## src/rtl/mcu_multiport_pkg.sv

```systemverilog
// Shared types and encodings for the multi-port memory control unit.
package mcu_multiport_pkg;

  // Transfer sequencing states
  typedef enum logic [1:0] {
    ST_IDLE  = 2'd0,
    ST_XFER  = 2'd1,
    ST_DRAIN = 2'd2,
    ST_DONE  = 2'd3
  } state_e;

  // Transfer size codes carried on size_in
  localparam logic [1:0] SZ_BYTE = 2'b00;
  localparam logic [1:0] SZ_HALF = 2'b01;
  localparam logic [1:0] SZ_WORD = 2'b10;

  // RAM direction encodings
  localparam logic RW_READ  = 1'b0;
  localparam logic RW_WRITE = 1'b1;

  // Index of the final beat for a size code; a word is the full NB bytes.
  function automatic int last_beat(input logic [1:0] size, input int nb);
    if (size == SZ_BYTE) return 0;
    else if (size == SZ_HALF) return (nb >= 2) ? 1 : 0;
    else return nb - 1;
  endfunction

endpackage

```

## src/rtl/mcu_multiport_arbiter.sv

```systemverilog
// Request arbiter: picks one requester, fixed priority or round-robin from ptr_i+1.
module mcu_arbiter #(
  parameter int N_PORTS = 2,
  parameter int RR_MODE = 0,
  parameter int IDX_W   = (N_PORTS > 1) ? $clog2(N_PORTS) : 1
) (
  input  logic [N_PORTS-1:0] req_i,
  input  logic [IDX_W-1:0]   ptr_i,
  output logic [N_PORTS-1:0] gnt_o,
  output logic [IDX_W-1:0]   gnt_idx_o,
  output logic               gnt_valid_o
);

  logic [IDX_W-1:0] cand;

  // Walk candidates in priority order and keep the first one that requests
  always_comb begin
    gnt_o       = '0;
    gnt_idx_o   = '0;
    gnt_valid_o = 1'b0;
    cand        = '0;
    for (int off = 1; off <= N_PORTS; off++) begin
      if (RR_MODE != 0) cand = IDX_W'((int'(ptr_i) + off) % N_PORTS);
      else              cand = IDX_W'(off - 1);
      if (!gnt_valid_o && req_i[cand]) begin
        gnt_valid_o = 1'b1;
        gnt_idx_o   = cand;
      end
    end
    if (gnt_valid_o) gnt_o[gnt_idx_o] = 1'b1;
  end

endmodule

```

## src/rtl/mcu_multiport.sv

```systemverilog
// Multi-port memory control unit: arbitrates N_PORTS requesters onto a byte-serial RAM port.
// Handshake: a port raises req_in and holds its request fields; the request is latched at the
// grant and done_out pulses for one cycle when the transfer is finished, after which the port
// may drop req_in. rdy low only suppresses new grants.
module mcu_multiport
  import mcu_multiport_pkg::*;
#(
  parameter int N_PORTS = 2,
  parameter int ADDR_W  = 32,
  parameter int DATA_W  = 32,
  parameter int RR_MODE = 0
) (
  input  logic                        clk,
  input  logic                        rst,
  input  logic                        rdy,
  input  logic [N_PORTS-1:0]          req_in,
  input  logic [N_PORTS-1:0]          we_in,
  input  logic [N_PORTS*ADDR_W-1:0]   addr_in,
  input  logic [N_PORTS*DATA_W-1:0]   wdata_in,
  input  logic [2*N_PORTS-1:0]        size_in,
  output logic [DATA_W-1:0]           rdata_out,
  output logic [N_PORTS-1:0]          done_out,
  output logic [N_PORTS-1:0]          stall_out,
  input  logic [7:0]                  ma_data_in,
  output logic [ADDR_W-1:0]           ma_addr_out,
  output logic [7:0]                  ma_data_out,
  output logic                        ma_rw_out,
  output logic                        ma_ce_out,
  output logic [1:0]                  dbg_state_o
);

  localparam int NB    = DATA_W / 8;
  localparam int CNT_W = (NB > 1) ? $clog2(NB) : 1;
  localparam int IDX_W = (N_PORTS > 1) ? $clog2(N_PORTS) : 1;

  state_e              state_q;
  logic [CNT_W-1:0]    cnt_q, last_q;
  logic                we_q;
  logic [ADDR_W-1:0]   ma_addr_q;
  logic [DATA_W-1:0]   wsh_q, rdata_q;
  logic [N_PORTS-1:0]  gnt_oh_q, done_q;
  logic [IDX_W-1:0]    ptr_q;
  logic                ce_q, rw_q;

  logic [N_PORTS-1:0]  arb_gnt;
  logic [IDX_W-1:0]    arb_idx;
  logic                arb_valid;

  logic                sel_we;
  logic [ADDR_W-1:0]   sel_addr;
  logic [DATA_W-1:0]   sel_wdata;
  logic [1:0]          sel_size;
  logic [CNT_W-1:0]    sel_last;
  logic [CNT_W-1:0]    rd_idx;

  mcu_arbiter #(
    .N_PORTS (N_PORTS),
    .RR_MODE (RR_MODE),
    .IDX_W   (IDX_W)
  ) u_arb (
    .req_i       (req_in),
    .ptr_i       (ptr_q),
    .gnt_o       (arb_gnt),
    .gnt_idx_o   (arb_idx),
    .gnt_valid_o (arb_valid)
  );

  // Mux out the winning port's request fields and pick the byte lane being captured
  always_comb begin
    sel_we    = we_in[arb_idx];
    sel_addr  = addr_in[arb_idx*ADDR_W +: ADDR_W];
    sel_wdata = wdata_in[arb_idx*DATA_W +: DATA_W];
    sel_size  = size_in[arb_idx*2 +: 2];
    sel_last  = CNT_W'(last_beat(sel_size, NB));
    // RAM data lags its address by one cycle, so capture the previous beat's byte
    rd_idx    = (state_q == ST_DRAIN) ? last_q : (cnt_q - 1'b1);
  end

  // Transfer FSM with registered RAM-side outputs and completion pulse
  always_ff @(posedge clk or negedge rst) begin
    if (!rst) begin
      state_q   <= ST_IDLE;
      cnt_q     <= '0;
      last_q    <= '0;
      we_q      <= RW_READ;
      ma_addr_q <= '0;
      wsh_q     <= '0;
      rdata_q   <= '0;
      gnt_oh_q  <= '0;
      done_q    <= '0;
      ptr_q     <= IDX_W'(N_PORTS - 1);
      ce_q      <= 1'b0;
      rw_q      <= RW_READ;
    end else begin
      done_q <= '0;
      case (state_q)
        ST_IDLE: begin
          if (rdy && arb_valid) begin
            state_q   <= ST_XFER;
            cnt_q     <= '0;
            last_q    <= sel_last;
            we_q      <= sel_we;
            ma_addr_q <= sel_addr;
            wsh_q     <= sel_wdata;
            rdata_q   <= '0;
            gnt_oh_q  <= arb_gnt;
            ptr_q     <= arb_idx;
            ce_q      <= 1'b1;
            rw_q      <= sel_we;
          end
        end
        ST_XFER: begin
          if (we_q == RW_READ && cnt_q != '0) rdata_q[8*rd_idx +: 8] <= ma_data_in;
          if (cnt_q == last_q) begin
            ce_q <= 1'b0;
            rw_q <= RW_READ;
            if (we_q == RW_WRITE) begin
              state_q <= ST_DONE;
              done_q  <= gnt_oh_q;
            end else begin
              state_q <= ST_DRAIN;
            end
          end else begin
            cnt_q     <= cnt_q + 1'b1;
            ma_addr_q <= ma_addr_q + 1'b1;
            wsh_q     <= wsh_q >> 8;
          end
        end
        ST_DRAIN: begin
          rdata_q[8*rd_idx +: 8] <= ma_data_in;
          state_q                <= ST_DONE;
          done_q                 <= gnt_oh_q;
        end
        ST_DONE: state_q <= ST_IDLE;
        default: state_q <= ST_IDLE;
      endcase
    end
  end

  assign ma_addr_out = ma_addr_q;
  assign ma_data_out = wsh_q[7:0];
  assign ma_rw_out   = rw_q;
  assign ma_ce_out   = ce_q;
  assign rdata_out   = rdata_q;
  assign done_out    = done_q;
  assign stall_out   = req_in & ~done_q;
  assign dbg_state_o = state_q;

endmodule
```

## config.mk

```make
export PLATFORM = sky130hd
export DESIGN_NAME = mcu_multiport
export DESIGN_NICKNAME = d
export VERILOG_FILES = /design/src/rtl/mcu_multiport_pkg.sv /design/src/rtl/mcu_multiport_arbiter.sv /design/src/rtl/mcu_multiport.sv
export SDC_FILE = /design/constraint.sdc
export NUM_CORES = 1
export LEC_CHECK = 0
export CORE_ASPECT_RATIO = 0.6
export CORE_MARGIN = 2
export CORE_UTILIZATION = 46
export DETAILED_ROUTE_END_ITERATION = 6
export PLACE_DENSITY = 0.84
export SYNTH_ARGS = -nofsm -noshare
export SYNTH_HDL_FRONTEND = slang
export SYNTH_SLANG_ARGS = --single-unit
```

## constraint.sdc

```tcl
create_clock -name clk -period 2.89 [get_ports clk]
set_input_delay 0.867 -clock clk [delete_from_list [all_inputs] [get_ports clk]]
set_output_delay 0.867 -clock clk [all_outputs]
set_load 0.01 [all_outputs]
```

Word level (Yosys, flattened, before mapping)
Cells that the tools add are included.
- muxes and demuxes: 36
- bitwise gates (word level): 3
- reduce and logical (&&, ||, !) cells: 15
- eq/ne operators: 9
- $lt $le $gt $ge: 2
- add/subtract/negate cells: 4
- shift operators: 5
- operator list (operator ; number):
    2-to-1 mux 32 bit ; 6
    case mux 32 bit (2 select lines) ; 2
    variable part select 64 x 7 -> 32 bit ; 2
    case mux 32 bit (3 select lines) ; 1
    negation 5 -> 34 bit ; 1
    variable shift 8 x 34 -> 32 bit, first input constant ; 1
    variable part select 8 x 34 -> 32 bit ; 1
    adder 32 x 1 -> 32 bit, second input constant ; 1
    bitwise mux 32 bit ; 1
    2-to-1 mux 2 bit ; 10
    2-to-1 mux 1 bit ; 10
    AND reduction 3 bit ; 3
    inequality test 2 bit, second input constant ; 4
    case mux 2 bit (2 select lines) ; 2
    case mux 2 bit (4 select lines) ; 1
    equality test 2 x 1 -> 1 bit, second input constant ; 2
    equality test 2 bit, second input constant ; 2
    logical AND 1 bit ; 4
    logical NOT 2 bit ; 2
    case mux 1 bit (2 select lines) ; 2
    AND reduction 2 bit ; 2
    nonzero test 2 bit ; 2
    variable part select 4 x 3 -> 2 bit ; 1
    nonzero test 3 bit ; 1
    10 further kinds ; 10
- input port bits: 147
- register bits: 109
- output and inout port bits: 80

Depth between registers and ports, before layout
- depth after elaboration: 9
- gate-level depth with buffers: 11
- mapped depth without buffers: 10

Cells and area by module
From an unflattened synthesis, not the netlist that was laid out.
- cell total of the unflattened synthesis: 713
- area total of the unflattened synthesis: 6379.9 um^2
- by module, submodules not included (module ; area an instance (um^2) ; instances ; cells an instance):
    mcu_multiport ; 6356.1 ; 1 ; 709
    mcu_arbiter ; 23.8 ; 1 ; 4

Worst setup path after synthesis
OpenSTA, ideal clock, no wires.
- kind: register -> register
- from: reg state_q[0], in the netlist dbg_state_o[0]
- to: reg rdata_q[16], in the netlist rdata_out[16]
- arrival time: 2112 ps
- data required time: 2807 ps
- period minus slack after synthesis: 2195 ps
- cell stages (with the launch flop): 11
- library setup time: 83 ps
- path slack: 695 ps
- path through: dfrtp_1 > inv_1 > ha_1 > nand2b_1 > and2_1 > ha_1 > nor3_1 > and3_1 > buf_1 > nand2_1 > o21ai_0
- word-level cells in the longest chain between the ends: 7
- ends and longest elaborated chain (item ; line ; source):
    start, declared ; mcu_multiport.sv:36 ; state_e state_q;
    start signal, assigned ; mcu_multiport.sv:82 ; state_q <= ST_IDLE;
    start signal, assigned ; mcu_multiport.sv:99 ; state_q <= ST_XFER;
    start signal, assigned ; mcu_multiport.sv:118 ; state_q <= ST_DONE;
    equality test 2 bit ; mcu_multiport.sv:76, mcu_multiport.sv:96 ;
    2-to-1 mux 2 bit ; mcu_multiport.sv:76 ; rd_idx = (state_q == ST_DRAIN) ? last_q : (cnt_q - 1'b1);
    negation 5 -> 34 bit ; mcu_multiport.sv:113, mcu_multiport.sv:130 ;
    variable part select 8 x 34 -> 32 bit / variable shift 8 x 34 -> 32 bit (equally long branches) ; mcu_multiport.sv:113, mcu_multiport.sv:130 ;
    bitwise mux 32 bit ; mcu_multiport.sv:113, mcu_multiport.sv:130 ;
    2-to-1 mux 32 bit ; mcu_multiport.sv:113 ; if (we_q == RW_READ && cnt_q != '0) rdata_q[8*rd_idx +: 8] <= ma_data_in;
    case mux 32 bit (3 select lines) ; mcu_multiport.sv:96 ; case (state_q)
    end signal, assigned by index ; mcu_multiport.sv:113 ;
    end signal, assigned by index ; mcu_multiport.sv:130 ; rdata_q[8*rd_idx +: 8] <= ma_data_in;
    end, declared ; mcu_multiport.sv:40 ; logic [DATA_W-1:0] wsh_q, rdata_q;
Several ways; a longest one is shown, not always the timed one. The select of a mux whose other input is x is not followed.
A chain may end at the register's enable or synchronous reset.

Worst setup path in the final report
- from: in req_in[0]
- to: out stall_out[0]
- word-level cells in the longest chain between the ends: 1
- ends and longest elaborated chain (item ; line ; source):
    start, declared ; mcu_multiport.sv:16 ; input logic [N_PORTS-1:0] req_in,
    bitwise AND 2 bit ; mcu_multiport.sv:146 ; assign stall_out = req_in & ~done_q;
    end, declared ; mcu_multiport.sv:23 ; output logic [N_PORTS-1:0] stall_out,
No other way between the ends.

==> results.sh <==
export IMPL_fp_dieH_um=94.63
export IMPL_drive_gt1_share_pct=7.064
export IMPL_dp_hpwl_um=14830
export IMPL_end_kind="primary output"
export IMPL_die_area_mm2=0.01467
export IMPL_portBuffers=226
export IMPL_clock_sinks=109
export IMPL_grtUsageTotal_pct=26.67
export IMPL_layout_nets=1142
export IMPL_drc=0
export IMPL_die_x_um=155.1
export IMPL_cp_max_fo=2
export IMPL_netlist_instances=772
export IMPL_yosysTopAreaCellShare_pct=43.31
export IMPL_fin_cells=1166
export IMPL_worst_ep_required_time_ns=2.02
export IMPL_outcome="finished clean"
export IMPL_clock_path_buffers=2
export IMPL_syn2layout_area_growth_pct=45.70
export IMPL_ys_flop_type="dfrtp_1"
export IMPL_clk_latency_ns=0.34
export IMPL_drtPass1Iterations=5
export IMPL_hold_viol=0
export IMPL_yosys_top_cells_area="dfrtp_1, nand2_1, o21ai_0"
export IMPL_max_freq_mhz=372.3
export IMPL_routed_wl_um=19530
export IMPL_dp_cells=1150
export IMPL_numCtsBuffers=9
export IMPL_yosysUniqueCellTypes=56
export IMPL_io_pins=227
export IMPL_peakVddDrop_v=0.0004477
export IMPL_yosysMostFrequentCell="nand2_1"
export IMPL_post_dp_cell_area_mm2=0.008871
export IMPL_cts_resized=1
export IMPL_ff_latch_area_mm2=0.002728
export IMPL_rsz0062_at_grt="false"
export IMPL_syn_area_mm2=0.006297
export IMPL_ys_ff_latch=109
export IMPL_power_total_uw=9043
export IMPL_skew_ns=0.008719
export IMPL_synth_area_leader_cell="dfrtp_1"
export IMPL_start_util_pct=46.64
export IMPL_design_area_mm2=0.009175
export IMPL_clk_pin_slew_ns=0.07
export IMPL_antenna_found_initial=0
export IMPL_gp_congestion=0.9167
export IMPL_yosys_warnings=0
export IMPL_fillerInstances=1125
export IMPL_rows=33
export IMPL_powerDensity_mw_per_mm2=985.6
export IMPL_multi_input_area_mm2=0.003252
export IMPL_async_flop_share_pct=100.0
export IMPL_cts_tree="built"
export IMPL_grt_max_degree=56
export IMPL_hold_buffers=0
export IMPL_avgSynthCellArea_um2=8.157
export IMPL_drt_iter0_drc=462
export IMPL_cp_start_kind="input port"
export IMPL_via_per_inst=5.559
export IMPL_core_mm2=0.01350
export IMPL_power_leakage_uw=0.003844
export IMPL_postRouteAntennaNets=0
export IMPL_relSlewSlack_pct=43.53
export IMPL_worst_pin_slew_ns=0.8413
export IMPL_wl_per_cell_um=16.75
export IMPL_first_global_vias=6040
export IMPL_cts_max_level=3
export IMPL_gr_total_overflow=0
export IMPL_yosysSeqAreaShare_pct=43.31
export IMPL_synth_edf_count=0
export IMPL_whs_ns=0.4650
export IMPL_min_path_type="flip-flop to flip-flop"
export IMPL_period_share_pct=92.93
export IMPL_drv_cap=0
export IMPL_post_route_min_period_ns=2.686
export IMPL_grt_pass1_wl_um=31190
export IMPL_synth_common_cells="nand2_1, dfrtp_1, o21ai_0"
export IMPL_clock_root_buffer="clkbuf_16"
export IMPL_postSynthNetCount=928
export IMPL_post_cts_buffers=0
export IMPL_diodes=0
export IMPL_slew_violations=0
export IMPL_cp_arrival_ns=1.82
export IMPL_via_count=6482
export IMPL_finalSetupTns_ns=0
export IMPL_setup_violations=0
export IMPL_path_class="input port to primary output"
-- power breakdown --
group          internal (uW)  switching (uW)  leakage, uW  total (uW)
sequential              2180             609      0.00135        2790
combinational           2260            2750      0.00235        5010
clock                    681             565     0.000147        1250
-- critical path, cell delays in order --
cell	delay, ns
clkdlybuf4s50_1	0.48
nor2b_1	0.18
dlygate4sd2_1	0.29
-- sequential cells by signal, summed over array words and instances (netlist names) --
| name | cells |
|---|---|
| rdata_out | 32 |
| wsh_q | 32 |
| ma_addr_out | 32 |
| ma_ce_out | 1 |
| done_out | 2 |
| gnt_oh_q | 2 |
| ma_rw_out | 1 |
| we_q | 1 |
| dbg_state_o | 2 |
| last_q | 2 |
| cnt_q | 2 |
-- metrics by stage --
stage	util [%]	worst slack (ns)
2_1_floorplan	-	0.6950
3_3_place_gp	65.70	-0.08402
3_5_place_dp	65.70	-0.1310
4_1_cts	67.94	0.02471
5_1_grt	67.95	0.03043
6_report	67.95	0.2043
-- worst paths after layout --
| check | depth (start not counted) | from | to | slack, ns |
|---|---|---|---|---|
| setup / recovery | 3 | req_in[0] | stall_out[0] | 0.20 |
| hold / removal | 1 | gnt_oh_q[0]$_DFFE_PN0P_ | done_out[0]$_DFF_PN0_ | 0.46 |
| setup reg to reg | 9 | dbg_state_o[0]$_DFFE_PN0P_ | rdata_out[13]$_DFFE_PN0P_ | 0.37 |
| hold reg to reg | 1 | gnt_oh_q[0]$_DFFE_PN0P_ | done_out[0]$_DFF_PN0_ | 0.46 |
| max in group asynchronous | 2 | rst | ma_addr_out[23]$_DFFE_PN0P_ | 1.58 |
| min in group asynchronous | 1 | rst | rdata_out[0]$_DFFE_PN0P_ | 0.51 |
-- placed cells by master, fill, tap and decap left out, drive strengths merged, types with 15 or more instances in the layout --
master / count
a21oi: 78
buf: 39
clkdlybuf4s50: 223
dfrtp: 109
mux2i: 18
nand2: 203
nand3: 41
nand4: 19
nor2: 15
o21ai: 86
-- layer usage --
layer	up-vias	global-route usage [%]	part of all wire, %
li1	3153	-	-
met1	3025	39.81	47
met2	279	40.00	43
met3	25	5.737	8.2
met4	0	5.478	1.3
met5	-	0	0
-- cells by family after synthesis --
logic type	Yosys count	synth area share (%)
simple gates	327	24.12
compound gates	229	21.78
flops	109	43.31
buf+inv	75	5.404
mux	19	3.040
fa+ha+maj	9	1.788
xor+xnor	4	0.5564
-- cell type report --
type / instances / area share, %
clock inverter: 6 / 0.8046
clock buffer: 10 / 2.496
multi-input combinational: 588 / 35.44
sequential: 109 / 29.73
tap: 175 / 2.386
inverter: 14 / 0.5728
timing repair buffer: 264 / 28.57
No activity file was read; power rests on OpenSTA's default activity.
